File: src/rtl/sign_extend.sv
// ----------------------------------------------------------------------------
// sign_extend
//   Immediate-field extender for the MIPS datapath. Widens the instruction
//   immediate to a full operand for the ALU B-mux, the branch adder and the
//   LUI path. A combinational result is provided for same-cycle use, and a
//   registered copy with a valid flag is provided for the ID/EX boundary.
//
// Parameters
//   IN_W      immediate width (default 16)
//   OUT_W     output width (default 32), must be >= IN_W+2
//
// Ports
//   clk        in   rising-edge clock
//   rst_n      in   asynchronous active-low reset (registered path only)
//   a          in   immediate field
//   mode       in   00 sign, 01 zero, 10 upper (LUI), 11 branch (sext << 2)
//   in_valid   in   qualifies a/mode for the registered path
//   y          out  combinational extended value
//   y_q        out  registered copy of y, held while in_valid is low
//   out_valid  out  registered copy of in_valid
//   is_neg     out  combinational sign bit of a
//   neg_count  out  (only with SIGN_EXTEND_NEG_COUNT_EN) 16-bit wrapping
//                   count of valid negative immediates
//
// Optional feature macro: SIGN_EXTEND_NEG_COUNT_EN
// ----------------------------------------------------------------------------
module sign_extend #(
    parameter int IN_W  = 16,
    parameter int OUT_W = 32
) (
    input  logic             clk,
    input  logic             rst_n,
    input  logic [IN_W-1:0]  a,
    input  logic [1:0]       mode,
    input  logic             in_valid,
    output logic [OUT_W-1:0] y,
    output logic [OUT_W-1:0] y_q,
    output logic             out_valid,
`ifdef SIGN_EXTEND_NEG_COUNT_EN
    output logic [15:0]      neg_count,
`endif
    output logic             is_neg
);

    localparam int EXT_W = OUT_W - IN_W;

    logic [OUT_W-1:0] sext_s;
    logic [OUT_W-1:0] zext_s;
    logic [OUT_W-1:0] y_s;
    logic [OUT_W-1:0] y_q_r;
    logic             out_valid_r;

    // Build the candidate extensions and select one by mode.
    always_comb begin
        sext_s = {{EXT_W{a[IN_W-1]}}, a};
        zext_s = {{EXT_W{1'b0}}, a};
        y_s    = sext_s;
        case (mode)
            2'b00:   y_s = sext_s;
            2'b01:   y_s = zext_s;
            2'b10:   y_s = {a, {EXT_W{1'b0}}};
            // Branch offset is a word offset: the two top bits of the
            // sign-extended value are dropped by the shift.
            2'b11:   y_s = {sext_s[OUT_W-3:0], 2'b00};
            default: y_s = sext_s;
        endcase
    end

    assign y      = y_s;
    assign is_neg = a[IN_W-1];

    // Pipeline register: capture y only when qualified, otherwise hold.
    always_ff @(posedge clk or negedge rst_n) begin
        if (!rst_n) begin
            y_q_r       <= {OUT_W{1'b0}};
            out_valid_r <= 1'b0;
        end else begin
            if (in_valid) begin
                y_q_r <= y_s;
            end else begin
                y_q_r <= y_q_r;
            end
            out_valid_r <= in_valid;
        end
    end

    assign y_q       = y_q_r;
    assign out_valid = out_valid_r;

`ifdef SIGN_EXTEND_NEG_COUNT_EN
    logic [15:0] neg_count_r;

    // Count valid negative immediates regardless of mode; wraps naturally.
    always_ff @(posedge clk or negedge rst_n) begin
        if (!rst_n) begin
            neg_count_r <= 16'd0;
        end else if (in_valid && a[IN_W-1]) begin
            neg_count_r <= neg_count_r + 16'd1;
        end else begin
            neg_count_r <= neg_count_r;
        end
    end

    assign neg_count = neg_count_r;
`endif

endmodule

File: config.mk
export PLATFORM = sky130hd
export DESIGN_NAME = sign_extend
export DESIGN_NICKNAME = d
export VERILOG_FILES = /design/src/rtl/sign_extend.sv
export SDC_FILE = /design/constraint.sdc
export NUM_CORES = 1
export LEC_CHECK = 0
export CAP_MARGIN = 15
export CORE_ASPECT_RATIO = 1.75
export CORE_UTILIZATION = 41
export DETAILED_ROUTE_END_ITERATION = 8
export PLACE_DENSITY = 0.8
export SLEW_MARGIN = 20
export SYNTH_ARGS = -nofsm -noshare
export SYNTH_HDL_FRONTEND = slang
export SYNTH_SLANG_ARGS = --single-unit
File: constraint.sdc
create_clock -name clk -period 1.9 [get_ports clk]
set_clock_uncertainty 0.15 [all_clocks]
set_input_delay 0.38 -clock clk [delete_from_list [all_inputs] [get_ports clk]]
set_output_delay 0.38 -clock clk [all_outputs]
set_load 0.02 [all_outputs]
Yosys cells after proc, flatten, opt, wreduce, memory -nomap -nowiden --
Index checks and enable logic that the tools add are counted.
Word-level totals: word-level logic and storage cells 7, input port bits 21, flip-flop bits (word level) 33, output and inout bits 66
Cells by class: mux-type cells 1, equality and inequality tests 3, reductions and logical operators 1
Operators by type and width (number):
- 32-bit one-hot mux with 4 select lines | 1
- 2-bit equality test (second input constant) | 2
- 2-bit by 1-bit equality test with 1-bit output (second input constant) | 1
- 2-bit zero test | 1

Depth between registers and ports, before layout --
depth after elaboration 2, depth in mapped cells 4, mapped depth without buffers 2

Least setup slack after synthesis --
OpenSTA, ideal clock, no wires.
path kind input to output, start point input port mode[0], end point output port y[22], data required time 1.370 ns, stages on the path 3, data arrival time 1.168 ns, path slack 0.202 ns, buffers on the path 1, cell sequence buf_4 -> mux2i_1 -> o21ai_0
Between the ends: longest elaborated chain between the ends 2, elaborated cells on any way between the ends 5, those cells by class 3 x eq/ne; 1 x mux; 1 x reduce/logical
RTL lines:
- from (decl) | line 34 | input logic [1:0] mode,
- 2-bit equality test, or another cell as far along | line 58 | case (mode)
- 32-bit one-hot mux with 4 select lines (*) | line 58
- to (decl) | line 36 | output logic [OUT_W-1:0] y,
Every way passes the cells marked *; elsewhere a longest branch is shown, timed or not.

Worst setup path in the final report --
start point input port a[14], end point output port y[30]
Between the ends: longest elaborated chain between the ends 1
RTL lines:
- from (decl) | line 33 | input logic [IN_W-1:0] a,
- 32-bit one-hot mux with 4 select lines | line 58
No other way between the ends.

==> flow_summary.ini <==
[place]
post-place-ws_ns = -0.766
gp_congestion = 0.867
dp_hpwl_um = 4110
io_buffers = 86

[worst_setup_path]
rr_startpoint = y_q[31]
ff2ff_path_depth = 2
endpoint_kind = output port
crit_arrival_ns = 1.35
required_ns = 1.37
critical_path.max_fanout = 3
r2r_setup_slack_ns = 0.93
reg2reg_to = y_q[31]
critPathLaunchType = input port
crit_start = a[14]
worstSetupPathType = in -> out

[synthesis]
yosys_warnings = 0
syn_area_um2 = 1840
avgSynthCellArea_um2 = 9.55
synth_seq_cells = 33
seq_area_frac_synth_pct = 44.8
synth_top_area_share_pct = 44.8
synthDistinctLibCells = 21
yosysTopAreaCell = dfrtp_1
syn_inst = 193
postSynthNetCount = 214
yosys-top-cells-area = dfrtp_1 (45%), mux2i_1 (8.1%), o221ai_1 (7.1%), nand2b_1 (5.1%), a31oi_1 (4.8%)

[final_layout]
fin_nets = 320
fillers = 327
post-route-util_pct = 71.1
drive_gt1_share_pct = 33.0
syn2layout_area_growth_pct = 63.0
n_antenna_cell = 0

[die]
pin_count = 87
initial_core_util_pct = 43.6
std_cell_rows = 31
die_w_um = 52.7
chipHeight_um = 90.7
coreArea_um2 = 4230
dieArea_um2 = 4780

[min_path]
worstHoldStart = in_valid
holdPathEnd = y_q[26]
hold_path_depth = 2
hp-class = in -> reg

[route]
vias = 1911
drc = 0
wl_um = 5810
drtPass1Iterations = 4
ant_nets = 0
dr.first_iter.drc_count = 50
post_drt_wl_per_cell_um = 16.7
viasPerCell = 5.48

[pwr]
internal_power_mw = 1.47
power_leakage_nw = 1.44
powerDensity_nw_per_um2 = 727
seq_power_share_pct = 37.4
combPwrFrac_pct = 35.8
switching_share_pct = 32.8
irDropWorstVdd_v = 0.000682
p_switching_mw = 0.717
p_clk_share_pct = 26.8
power_mw = 2.18

[cts]
tritoncts = done
numCtsBuffers = 5
cts.sinks = 33
root_buffer = clkbuf_8
clock_latency_ns = 0.28
htree_levels = 2
clk_pin_slew_ns = 0.07
hold_buffers = 0
clockBufferDepth = 2

[global_route]
grt_max_degree = 34
grt_use_total_pct = 26.9
grt_pass1_vias = 1918
grt_first_pass_wirelength_um = 9520
grt-ovfl-total = 0
antenna_found_initial = 0

[sta]
drv_slew = 0
tightest_slew_ns = 0.424
relSlewSlack_pct = 71.7
hold_violations = 0
layout_setup_ws_ns = 0.0179
fin_crit_sh_pct = 99.1
setup_violations = 0
fmax_ghz = 0.531
period_needed_ns = 1.88

[status]
status = finished clean

[job]
drv_cap = 0
[critical path, stage by stage]
cell	delay (ns)
clkdlybuf4s50_1	0.52
mux2i_1	0.12
o21ai_1	0.15
buf_2	0.18
[power by group through the flow]
| stage | combinational (mW) | clock, mW | sequential (mW) |
|---|---|---|---|
| after floorplan | 0.283 | 0 | 0.920 |
| after global placement | 0.772 | 0 | 0.826 |
| after detailed placement | 0.782 | 0 | 0.829 |
| after CTS | 0.780 | 0.596 | 0.817 |
| after global routing | 0.833 | 0.623 | 0.826 |
| final | 0.782 | 0.585 | 0.817 |
[metrics by stage]
step / hold slack (ns) / std cells / TNS [ns] / instance area (µm²)
CTS: 0.331 / 348 / 0 / 3000
global route: 0.352 / 349 / -0.0319 / 3000
global placement: 0.342 / 336 / -21.87 / 2870
detailed placement: 0.349 / 336 / -22.95 / 2870
finish: 0.334 / 349 / 0 / 3000
floorplan: -0.0656 / 193 / 0 / 1840
[synth_stat cells]
cell type and number:
a31o_2 1, mux2_2 2, nand2b_1 15, nor2_1 14, buf_2 8, o21ai_2 10
dfrtp_1 33, nand4bb_1 1, buf_4 6, a31oi_1 14, nor2b_1 3, clkbuf_2 1
o221ai_1 15, or3b_4 1, buf_6 3, and2_1 1, mux2i_1 15, inv_1 16
nand2_1 15, nand3_1 14, o21ai_0 5
[repair_timing]
| item | in CTS | in global routing |
|---|---|---|
| resized for setup | 155 | 23 |
| gates cloned | 2 | 0 |
| endpoints found under the setup margin | 33 | 21 |
| setup buffers | 2 | 1 |
| pin swaps | 2 | 1 |
[sequential cells by signal, summed over array words and instances (netlist names)]
name and cells:
out_valid 1, y_q 32
[cell families (layout without fill, tap and decap cells)]
group           Yosys count  in the layout  share of synthesized area, %
compound gates           45             45                          18.5
buf+inv                  34            140                          9.98
flops                    33             33                          44.8
mux                      17             17                          9.37
simple gates             64             65                          17.4
[final cells by class]
class                      instances  area (µm²)  area share, %
timing repair buffer             116        1040           34.6
multi-input combinational        127         916           30.5
sequential                        33         826           27.5
clock buffer                       7        96.3           3.21
tap                               49        61.3           2.04
inverter                          16        60.1           2.00
clock inverter                     1        5.00          0.167
[layout by cell type, fill, tap and decap left out, types with 2 or more instances in the layout]
| cell | Yosys | routed |
|---|---|---|
| buf_12 | 0 | 3 |
| clkdlybuf4s50_1 | 0 | 40 |
| nand2_1 | 15 | 15 |
| nor2b_1 | 3 | 3 |
| clkbuf_8 | 0 | 7 |
| or3b_4 | 1 | 2 |
| dlygate4sd2_1 | 0 | 8 |
| mux2i_4 | 0 | 3 |
| a31oi_1 | 14 | 14 |
| buf_6 | 3 | 5 |
| dlymetal6s2s_1 | 0 | 4 |
| o21ai_1 | 0 | 3 |
| o221ai_1 | 15 | 15 |
| nand3_1 | 14 | 14 |
| clkbuf_2 | 1 | 3 |
| inv_1 | 16 | 16 |
| o21ai_0 | 5 | 2 |
| o21ai_2 | 10 | 10 |
| mux2i_2 | 0 | 9 |
| dfrtp_1 | 33 | 33 |
| nor2_1 | 14 | 14 |
| nand2b_1 | 15 | 15 |
| mux2i_1 | 15 | 3 |
| buf_4 | 6 | 26 |
| buf_2 | 8 | 21 |
| mux2_2 | 2 | 2 |
| clkdlybuf4s15_2 | 0 | 4 |
[worst max-delay path by stage]
stage / to / slack, ns / cells after the start
4_1_cts: y[13] / 0.00005 / 4
6_report: y[30] / 0.02 / 4
5_1_grt: y[21] / -0.03 / 4
3_5_place_dp: y[26] / -0.77 / 5
2_1_floorplan: y[22] / 0.20 / 3
3_3_place_gp: y[25] / -0.73 / 5
[routing by layer]
layer	share of wire, %	track usage (%)	up-vias
met1	37	29.3	930
met5	0	0	-
met4	3.9	13.6	0
met3	3.8	4.04	20
li1	-	-	892
met2	55	47.4	69
No activity file was read; power rests on OpenSTA's default activity.
